===== src/rtl/aes_pkg.sv =====
// Shared types for the AES-256 round-key schedule controller.
//
// Contents:
//   AES256_NUM_RK - number of AES-256 round keys (15)
//   RK_IDX_W      - width of a round-key index
//   aes_rk_t      - 128-bit round key
//   aes_key_t     - 256-bit cipher key
//   ks_state_e    - controller FSM state
//
// Optional feature macro: AES_KEYSCHED_ZEROIZE_EN adds the StZero state.
package aes_pkg;

    localparam int unsigned AES256_NUM_RK = 15;
    localparam int unsigned RK_IDX_W      = 4;

    typedef logic [127:0] aes_rk_t;
    typedef logic [255:0] aes_key_t;

    typedef enum logic [2:0] {
        StIdle,
        StStart,
        StCollect,
        StReady
`ifdef AES_KEYSCHED_ZEROIZE_EN
        ,
        StZero
`endif
    } ks_state_e;

endpackage


===== src/rtl/aes_rk_store.sv =====
// Round-key register file: NUM_RK entries of 128 bits.
//
// Ports:
//   clk    - clock, rising edge
//   we     - write enable
//   waddr  - write index
//   wdata  - write data
//   raddr  - read index
//   rdata  - registered read data (previous contents on a same-cycle write)
//
// Storage has no reset; out-of-range reads return zero.
module aes_rk_store
    import aes_pkg::*;
#(
    parameter int unsigned NUM_RK = AES256_NUM_RK
) (
    input  logic                clk,
    input  logic                we,
    input  logic [RK_IDX_W-1:0] waddr,
    input  logic [127:0]        wdata,
    input  logic [RK_IDX_W-1:0] raddr,
    output logic [127:0]        rdata
);

    aes_rk_t mem [NUM_RK];

    always_ff @(posedge clk) begin
        if (we && (32'(waddr) < NUM_RK)) begin
            mem[waddr] <= wdata;
        end
        rdata <= (32'(raddr) < NUM_RK) ? mem[raddr] : '0;
    end

endmodule


===== src/rtl/aes_key_sched_ctrl.sv =====
// AES-256 key-schedule controller.
//
// Accepts a 256-bit cipher key, kicks an external expansion engine, collects
// its subkey beats into a round-key store, and serves one-cycle-latency
// round-key reads once all keys are present. Stalled engines are aborted
// after TIMEOUT idle cycles.
//
// Ports:
//   clk, reset                   - clock and synchronous active-high reset
//   zeroize                      - (AES_KEYSCHED_ZEROIZE_EN only) wipe storage
//   key_load_valid/ready, key_in - cipher key handshake
//   exp_start, exp_key           - engine start pulse and key
//   exp_valid, exp_subkey        - engine subkey beats
//   rk_req, rk_idx               - round-key read request
//   rk_valid, rk_data, rk_err    - read response / error pulse
//   keys_ready, busy             - status
//
// Optional feature macro: AES_KEYSCHED_ZEROIZE_EN.
module aes_key_sched_ctrl
    import aes_pkg::*;
#(
    parameter int unsigned NUM_RK  = AES256_NUM_RK,
    parameter int unsigned TIMEOUT = 32
) (
    input  logic                clk,
    input  logic                reset,
`ifdef AES_KEYSCHED_ZEROIZE_EN
    input  logic                zeroize,
`endif
    input  logic                key_load_valid,
    output logic                key_load_ready,
    input  logic [255:0]        key_in,
    output logic                exp_start,
    output logic [255:0]        exp_key,
    input  logic                exp_valid,
    input  logic [127:0]        exp_subkey,
    input  logic                rk_req,
    input  logic [RK_IDX_W-1:0] rk_idx,
    output logic                rk_valid,
    output logic [127:0]        rk_data,
    output logic                rk_err,
    output logic                keys_ready,
    output logic                busy
);

    localparam int unsigned ToW = $clog2(TIMEOUT + 1);
    // Counter holds (idle cycles - 1); firing here puts rk_err exactly
    // TIMEOUT cycles after the last beat.
    localparam logic [ToW-1:0] ToLast = ToW'(TIMEOUT - 2);

    ks_state_e           state_q;
    logic [RK_IDX_W-1:0] cnt_q;
    logic [ToW-1:0]      to_cnt_q;
`ifdef AES_KEYSCHED_ZEROIZE_EN
    logic [RK_IDX_W-1:0] zcnt_q;
`endif

    logic                idle_or_ready;
    logic                accept;
    logic                rd_ok;
    logic                rd_bad;
    logic                st_we;
    logic [RK_IDX_W-1:0] st_waddr;
    logic [127:0]        st_wdata;
    logic [127:0]        st_rdata;

    assign idle_or_ready  = (state_q == StIdle) || (state_q == StReady);
`ifdef AES_KEYSCHED_ZEROIZE_EN
    assign accept         = idle_or_ready && key_load_valid && !zeroize;
`else
    assign accept         = idle_or_ready && key_load_valid;
`endif
    assign key_load_ready = idle_or_ready;
    assign busy           = !idle_or_ready;
    assign exp_start      = (state_q == StStart);

    assign rd_ok  = rk_req && keys_ready && (32'(rk_idx) < NUM_RK);
    assign rd_bad = rk_req && !rd_ok;

    assign rk_data = rk_valid ? st_rdata : '0;

    // Single write port: entry 0 on acceptance, entry 1 during START from the
    // latched key, then engine beats; reset blocks every write.
    always_comb begin
        st_we    = 1'b0;
        st_waddr = '0;
        st_wdata = '0;
        if (!reset) begin
`ifdef AES_KEYSCHED_ZEROIZE_EN
            if (state_q == StZero) begin
                st_we    = 1'b1;
                st_waddr = zcnt_q;
            end else if (zeroize) begin
                st_we    = 1'b0;
            end else
`endif
            if (accept) begin
                st_we    = 1'b1;
                st_waddr = RK_IDX_W'(0);
                st_wdata = key_in[255:128];
            end else if (state_q == StStart) begin
                st_we    = 1'b1;
                st_waddr = RK_IDX_W'(1);
                st_wdata = exp_key[127:0];
            end else if ((state_q == StCollect) && exp_valid) begin
                st_we    = 1'b1;
                st_waddr = cnt_q;
                st_wdata = exp_subkey;
            end
        end
    end

    always_ff @(posedge clk) begin
        if (reset) begin
            state_q    <= StIdle;
            cnt_q      <= RK_IDX_W'(2);
            to_cnt_q   <= '0;
            exp_key    <= '0;
            rk_valid   <= 1'b0;
            rk_err     <= 1'b0;
            keys_ready <= 1'b0;
`ifdef AES_KEYSCHED_ZEROIZE_EN
            zcnt_q     <= '0;
`endif
        end else begin
            rk_valid <= rd_ok;
            rk_err   <= rd_bad;
`ifdef AES_KEYSCHED_ZEROIZE_EN
            if (zeroize) begin
                state_q    <= StZero;
                zcnt_q     <= '0;
                keys_ready <= 1'b0;
            end else
`endif
            begin
                unique case (state_q)
                    StIdle, StReady: begin
                        if (accept) begin
                            state_q    <= StStart;
                            keys_ready <= 1'b0;
                            exp_key    <= key_in;
                        end
                    end
                    StStart: begin
                        state_q  <= StCollect;
                        cnt_q    <= RK_IDX_W'(2);
                        to_cnt_q <= '0;
                    end
                    StCollect: begin
                        if (exp_valid) begin
                            to_cnt_q <= '0;
                            cnt_q    <= cnt_q + RK_IDX_W'(1);
                            if (32'(cnt_q) == NUM_RK - 1) begin
                                state_q    <= StReady;
                                keys_ready <= 1'b1;
                            end
                        end else if (to_cnt_q == ToLast) begin
                            rk_err  <= 1'b1;
                            state_q <= StIdle;
                        end else begin
                            to_cnt_q <= to_cnt_q + ToW'(1);
                        end
                    end
`ifdef AES_KEYSCHED_ZEROIZE_EN
                    StZero: begin
                        if (32'(zcnt_q) == NUM_RK - 1) begin
                            state_q <= StIdle;
                        end else begin
                            zcnt_q <= zcnt_q + RK_IDX_W'(1);
                        end
                    end
`endif
                    default: state_q <= StIdle;
                endcase
            end
        end
    end

    aes_rk_store #(
        .NUM_RK (NUM_RK)
    ) u_store (
        .clk   (clk),
        .we    (st_we),
        .waddr (st_waddr),
        .wdata (st_wdata),
        .raddr (rk_idx),
        .rdata (st_rdata)
    );

endmodule

===== config.mk =====
export PLATFORM = sky130hd
export DESIGN_NAME = aes_key_sched_ctrl
export DESIGN_NICKNAME = d
export VERILOG_FILES = /design/src/rtl/aes_pkg.sv /design/src/rtl/aes_rk_store.sv /design/src/rtl/aes_key_sched_ctrl.sv
export SDC_FILE = /design/constraint.sdc
export NUM_CORES = 2
export LEC_CHECK = 0
export ABC_CLOCK_PERIOD_IN_PS = 28500
export CAP_MARGIN = 20
export CORE_MARGIN = 4
export CORE_UTILIZATION = 49
export DETAILED_ROUTE_END_ITERATION = 7
export PLACE_DENSITY_LB_ADDON = 0.1
export SLEW_MARGIN = 20
export SYNTH_ARGS = -nofsm -noshare
export SYNTH_HDL_FRONTEND = slang
export SYNTH_SLANG_ARGS = --single-unit

===== constraint.sdc =====
create_clock -name clk -period 28.5 [get_ports clk]
set_input_delay 5.7 -clock clk [delete_from_list [all_inputs] [get_ports clk]]
set_output_delay 5.7 -clock clk [all_outputs]
set_load 0.01 [all_outputs]

==> impl_metrics.env <==
export IMPL_ctsHoldBuffers=0
export IMPL_tightest_slew_ns=1.089
export IMPL_tns_ns=0
export IMPL_ctsResizeCount=0
export IMPL_h_tree_depth=4
export IMPL_power_internal_mw=6.380
export IMPL_ant_nets=0
export IMPL_ys_types=45
export IMPL_antenna_found_initial=13
export IMPL_cp_start_kind="primary input"
export IMPL_finalCriticalPeriod_ns=10.04
export IMPL_finalHoldViolations=0
export IMPL_relSlewSlack_pct=27.38
export IMPL_drt_pass1_iterations=5
export IMPL_timing_reg2reg_setup_slack_ns=22.69
export IMPL_fin_skew_ns=0.03670
export IMPL_clockRootBuffer="clkbuf_16"
export IMPL_rows=155
export IMPL_clock_path_buffers=3
export IMPL_die_w_um=433.4
export IMPL_start_util_pct=49.49
export IMPL_status="completed"
export IMPL_crit_type="primary input to flop"
export IMPL_hold_path_depth=2
export IMPL_fin_ws_ns=18.46
export IMPL_reg2reg_from="state_q[0]$_SDFFE_PP0P_"
export IMPL_clockPowerShare_pct=35.5
export IMPL_grt_pass1_vias=50504
export IMPL_place_hpwl_mm=135.9
export IMPL_worstHoldEndpoint="exp_key[236]$_SDFFE_PP0P_"
export IMPL_report_final_slew_viol_count=0
export IMPL_numPortBuffers=782
export IMPL_grt_met1_usage_pct=36.24
export IMPL_pwr_share_comb_pct=16.4
export IMPL_nFillCells=13481
export IMPL_globalRouteMet2Util_pct=42.10
export IMPL_dieHeight_um=433.4
export IMPL_netlist_area_mm2=0.08869
export IMPL_drt_iter0_drc=5095
export IMPL_grt_pass1_wl_mm=352.8
export IMPL_crit_path_end_kind="flop"
export IMPL_synth_cells=5238
export IMPL_hold_path_class="flop to flop"
export IMPL_rsz0062_at_grt="no"
export IMPL_setup_viol=0
export IMPL_detail_route_wl_per_cell_um=28.45
export IMPL_synthArstFlopShare_pct=0
export IMPL_wirelength_mm=245.2
export IMPL_path_max_fanout=45
export IMPL_cts_made_buffers=229
export IMPL_final_nets=6453
export IMPL_p_per_area_mw_per_mm2=81.07
export IMPL_clk_pin_slew_ns=0.06
export IMPL_syn2layout_area_growth_pct=21.08
export IMPL_avgViaCountPerCell=5.849
export IMPL_power_switching_mw=2.326
export IMPL_reg2reg_depth=10
export IMPL_syn_area_per_cell_um2=16.93
export IMPL_drive_above_1_share_pct=15.93
export IMPL_ys_flop_type="edfxtp_1"
export IMPL_vias=50424
export IMPL_cts_tree="built"
export IMPL_min_period_over_period_pct=35.23
export IMPL_fp_coreArea_mm2=0.1792
export IMPL_max_freq_mhz=99.60
export IMPL_worstPathArrival_ns=10.49
export IMPL_grt_max_degree=162
export IMPL_die_area_mm2=0.1879
export IMPL_grt_use_total_pct=25.71
export IMPL_globalplace_congestion=0.8732
export IMPL_post_cts_buffers=0
export IMPL_irDropWorstVdd_uv=86.91
export IMPL_seq_power_share_pct=48.1
export IMPL_yosysWarnings=0
export IMPL_power_leakage_nw=36.17
export IMPL_sw_frac_of_total_pct=26.72
export IMPL_grt_ovfl_total=0
export IMPL_grt_busiest_layer="met2"
export IMPL_met3_usage_pct=3.666
export IMPL_synth_seq_cells=2319
export IMPL_ys_seq_area_share_pct=74.02
export IMPL_clk_latency_ns=0.86
export IMPL_drcViolationCount=0
export IMPL_synth_nets=5637
export IMPL_cap_violations=0
export IMPL_hold_path_startpoint="exp_key[236]$_SDFFE_PP0P_"
export IMPL_r2r_end="u_store.mem[1][22]$_DFFE_PP_"
export IMPL_cts_sinks=2319
export IMPL_synth_edf_count=1920
export IMPL_cp_required_ns=28.95
export IMPL_ioPinCount=783
export IMPL_place_ws_ns=17.60
==> cell usage after synthesis (all sizes together), types with 2 or more instances <==
| cell | n | area (µm²) |
|---|---|---|
| nand4b | 2 | 17.52 |
| buf | 146 | 883.3 |
| o22ai | 128 | 800.8 |
| dfxtp | 399 | 7988 |
| nand2b | 3 | 18.77 |
| or4 | 3 | 22.52 |
| nand4 | 5 | 31.28 |
| clkbuf | 216 | 810.8 |
| o31ai | 2 | 15.01 |
| o211ai | 2 | 15.01 |
| ha | 6 | 75.07 |
| nor2b | 5 | 31.28 |
| nor3 | 137 | 685.7 |
| a21oi | 263 | 1316 |
| o221ai | 2 | 17.52 |
| nor2 | 157 | 591.8 |
| mux4 | 382 | 8603 |
| a221oi | 128 | 1121 |
| a211oi | 5 | 37.54 |
| xor2 | 4 | 35.03 |
| inv | 7 | 26.27 |
| mux2i | 384 | 3844 |
| edfxtp | 1920 | 57660 |
| nand2 | 652 | 2447 |
| o21ai | 133 | 665.6 |
| and2 | 130 | 813.3 |
| nand3 | 5 | 25.02 |
==> routing by layer <==
layer  share of wire, %  up-vias
li1                   -    22061
met1                 42    26313
met2                 49     1692
met3                5.7      354
met4                3.0        4
met5              0.012        -
==> power by group through the flow <==
stage / registers, mW / logic, mW / clock network [mW]
floorplan: 4.28 / 0.721 / 0
global placement: 4.26 / 1.39 / 0
detailed placement: 4.26 / 1.43 / 0
CTS: 4.19 / 1.43 / 3.14
global route: 4.20 / 1.54 / 3.29
finish: 4.19 / 1.43 / 3.09
==> registers in the layout, summed over array words and instances (netlist names) <==
| register | cells |
|---|---|
| u_store.mem | 1920 |
| exp_key | 256 |
| u_store.rdata | 128 |
| to_cnt_q | 6 |
| cnt_q | 4 |
| state_q | 2 |
| keys_ready | 1 |
| rk_err | 1 |
| rk_valid | 1 |
==> layout by cell type (no fill, tap or decap), types with 129 or more instances in the layout <==
master,instances
o21ai_0,133
edfxtp_1,1920
nor2_1,142
and2_1,129
dfxtp_1,398
clkdlybuf4s50_1,777
nand2_1,650
mux4_2,382
mux2i_1,384
clkbuf_16,229
a21oi_1,263
buf_4,156
==> metrics by stage <==
step | hold WS [ns] | cell area, µm² | instances | util (%) | power [mW]
detailed placement | 0.4459 | 99540 | 8178 | 55.55 | 5.688
CTS | 0.4538 | 107300 | 8615 | 59.88 | 8.764
global route | 0.4682 | 107400 | 8618 | 59.92 | 9.028
global placement | 0.4419 | 99250 | 8170 | 55.39 | 5.644
finish | 0.4525 | 107400 | 8621 | 59.92 | 8.705
floorplan | 0.4536 | 88690 | 5238 | - | 4.999
==> how the worst max path moves through the flow <==
stage	from	slack, ns	to
after floorplan	exp_valid	8.98	u_store.mem[3][0]$_DFFE_PP_
after global placement	key_load_valid	17.63	u_store.mem[1][23]$_DFFE_PP_
after detailed placement	key_load_valid	17.60	u_store.mem[1][24]$_DFFE_PP_
after CTS	key_load_valid	18.49	u_store.mem[1][22]$_DFFE_PP_
after global routing	key_load_valid	18.26	u_store.mem[1][20]$_DFFE_PP_
final	key_load_valid	18.46	u_store.mem[1][22]$_DFFE_PP_
==> worst max-delay path, stage by stage <==
cell             delay [ns]
clkdlybuf4s50_1        0.50
and2_4                 0.37
nor2_1                 0.41
o21ai_0                0.17
buf_4                  0.22
nor2_4                 0.81
buf_4                  0.62
buf_4                  0.80
buf_4                  0.78
==> cell families after synthesis <==
family	after synthesis	share of synthesized area, %
AOI/OAI and AO/OA	668	4.544
adders and majority gates	6	0.08465
muxes	766	14.03
DFF	2319	74.02
buffers and inverters	370	1.944
and+or+nand+nor	1104	5.325
xor gates and xnor gates	5	0.04938
==> area by class of cell <==
| cell class | count | area, µm² | area share (%) |
|---|---|---|---|
| clock inverter | 150 | 1692 | 1.575 |
| inverter | 8 | 37.54 | 0.03496 |
| clock buffer | 287 | 6068 | 5.651 |
| antenna | 6 | 15.01 | 0.01398 |
| multi-input combinational | 2549 | 21810 | 20.31 |
| timing repair buffer | 947 | 9160 | 8.531 |
| sequential | 2319 | 65650 | 61.14 |
| tap | 2355 | 2947 | 2.744 |
Note: power is estimated with default switching activity, not from simulation.
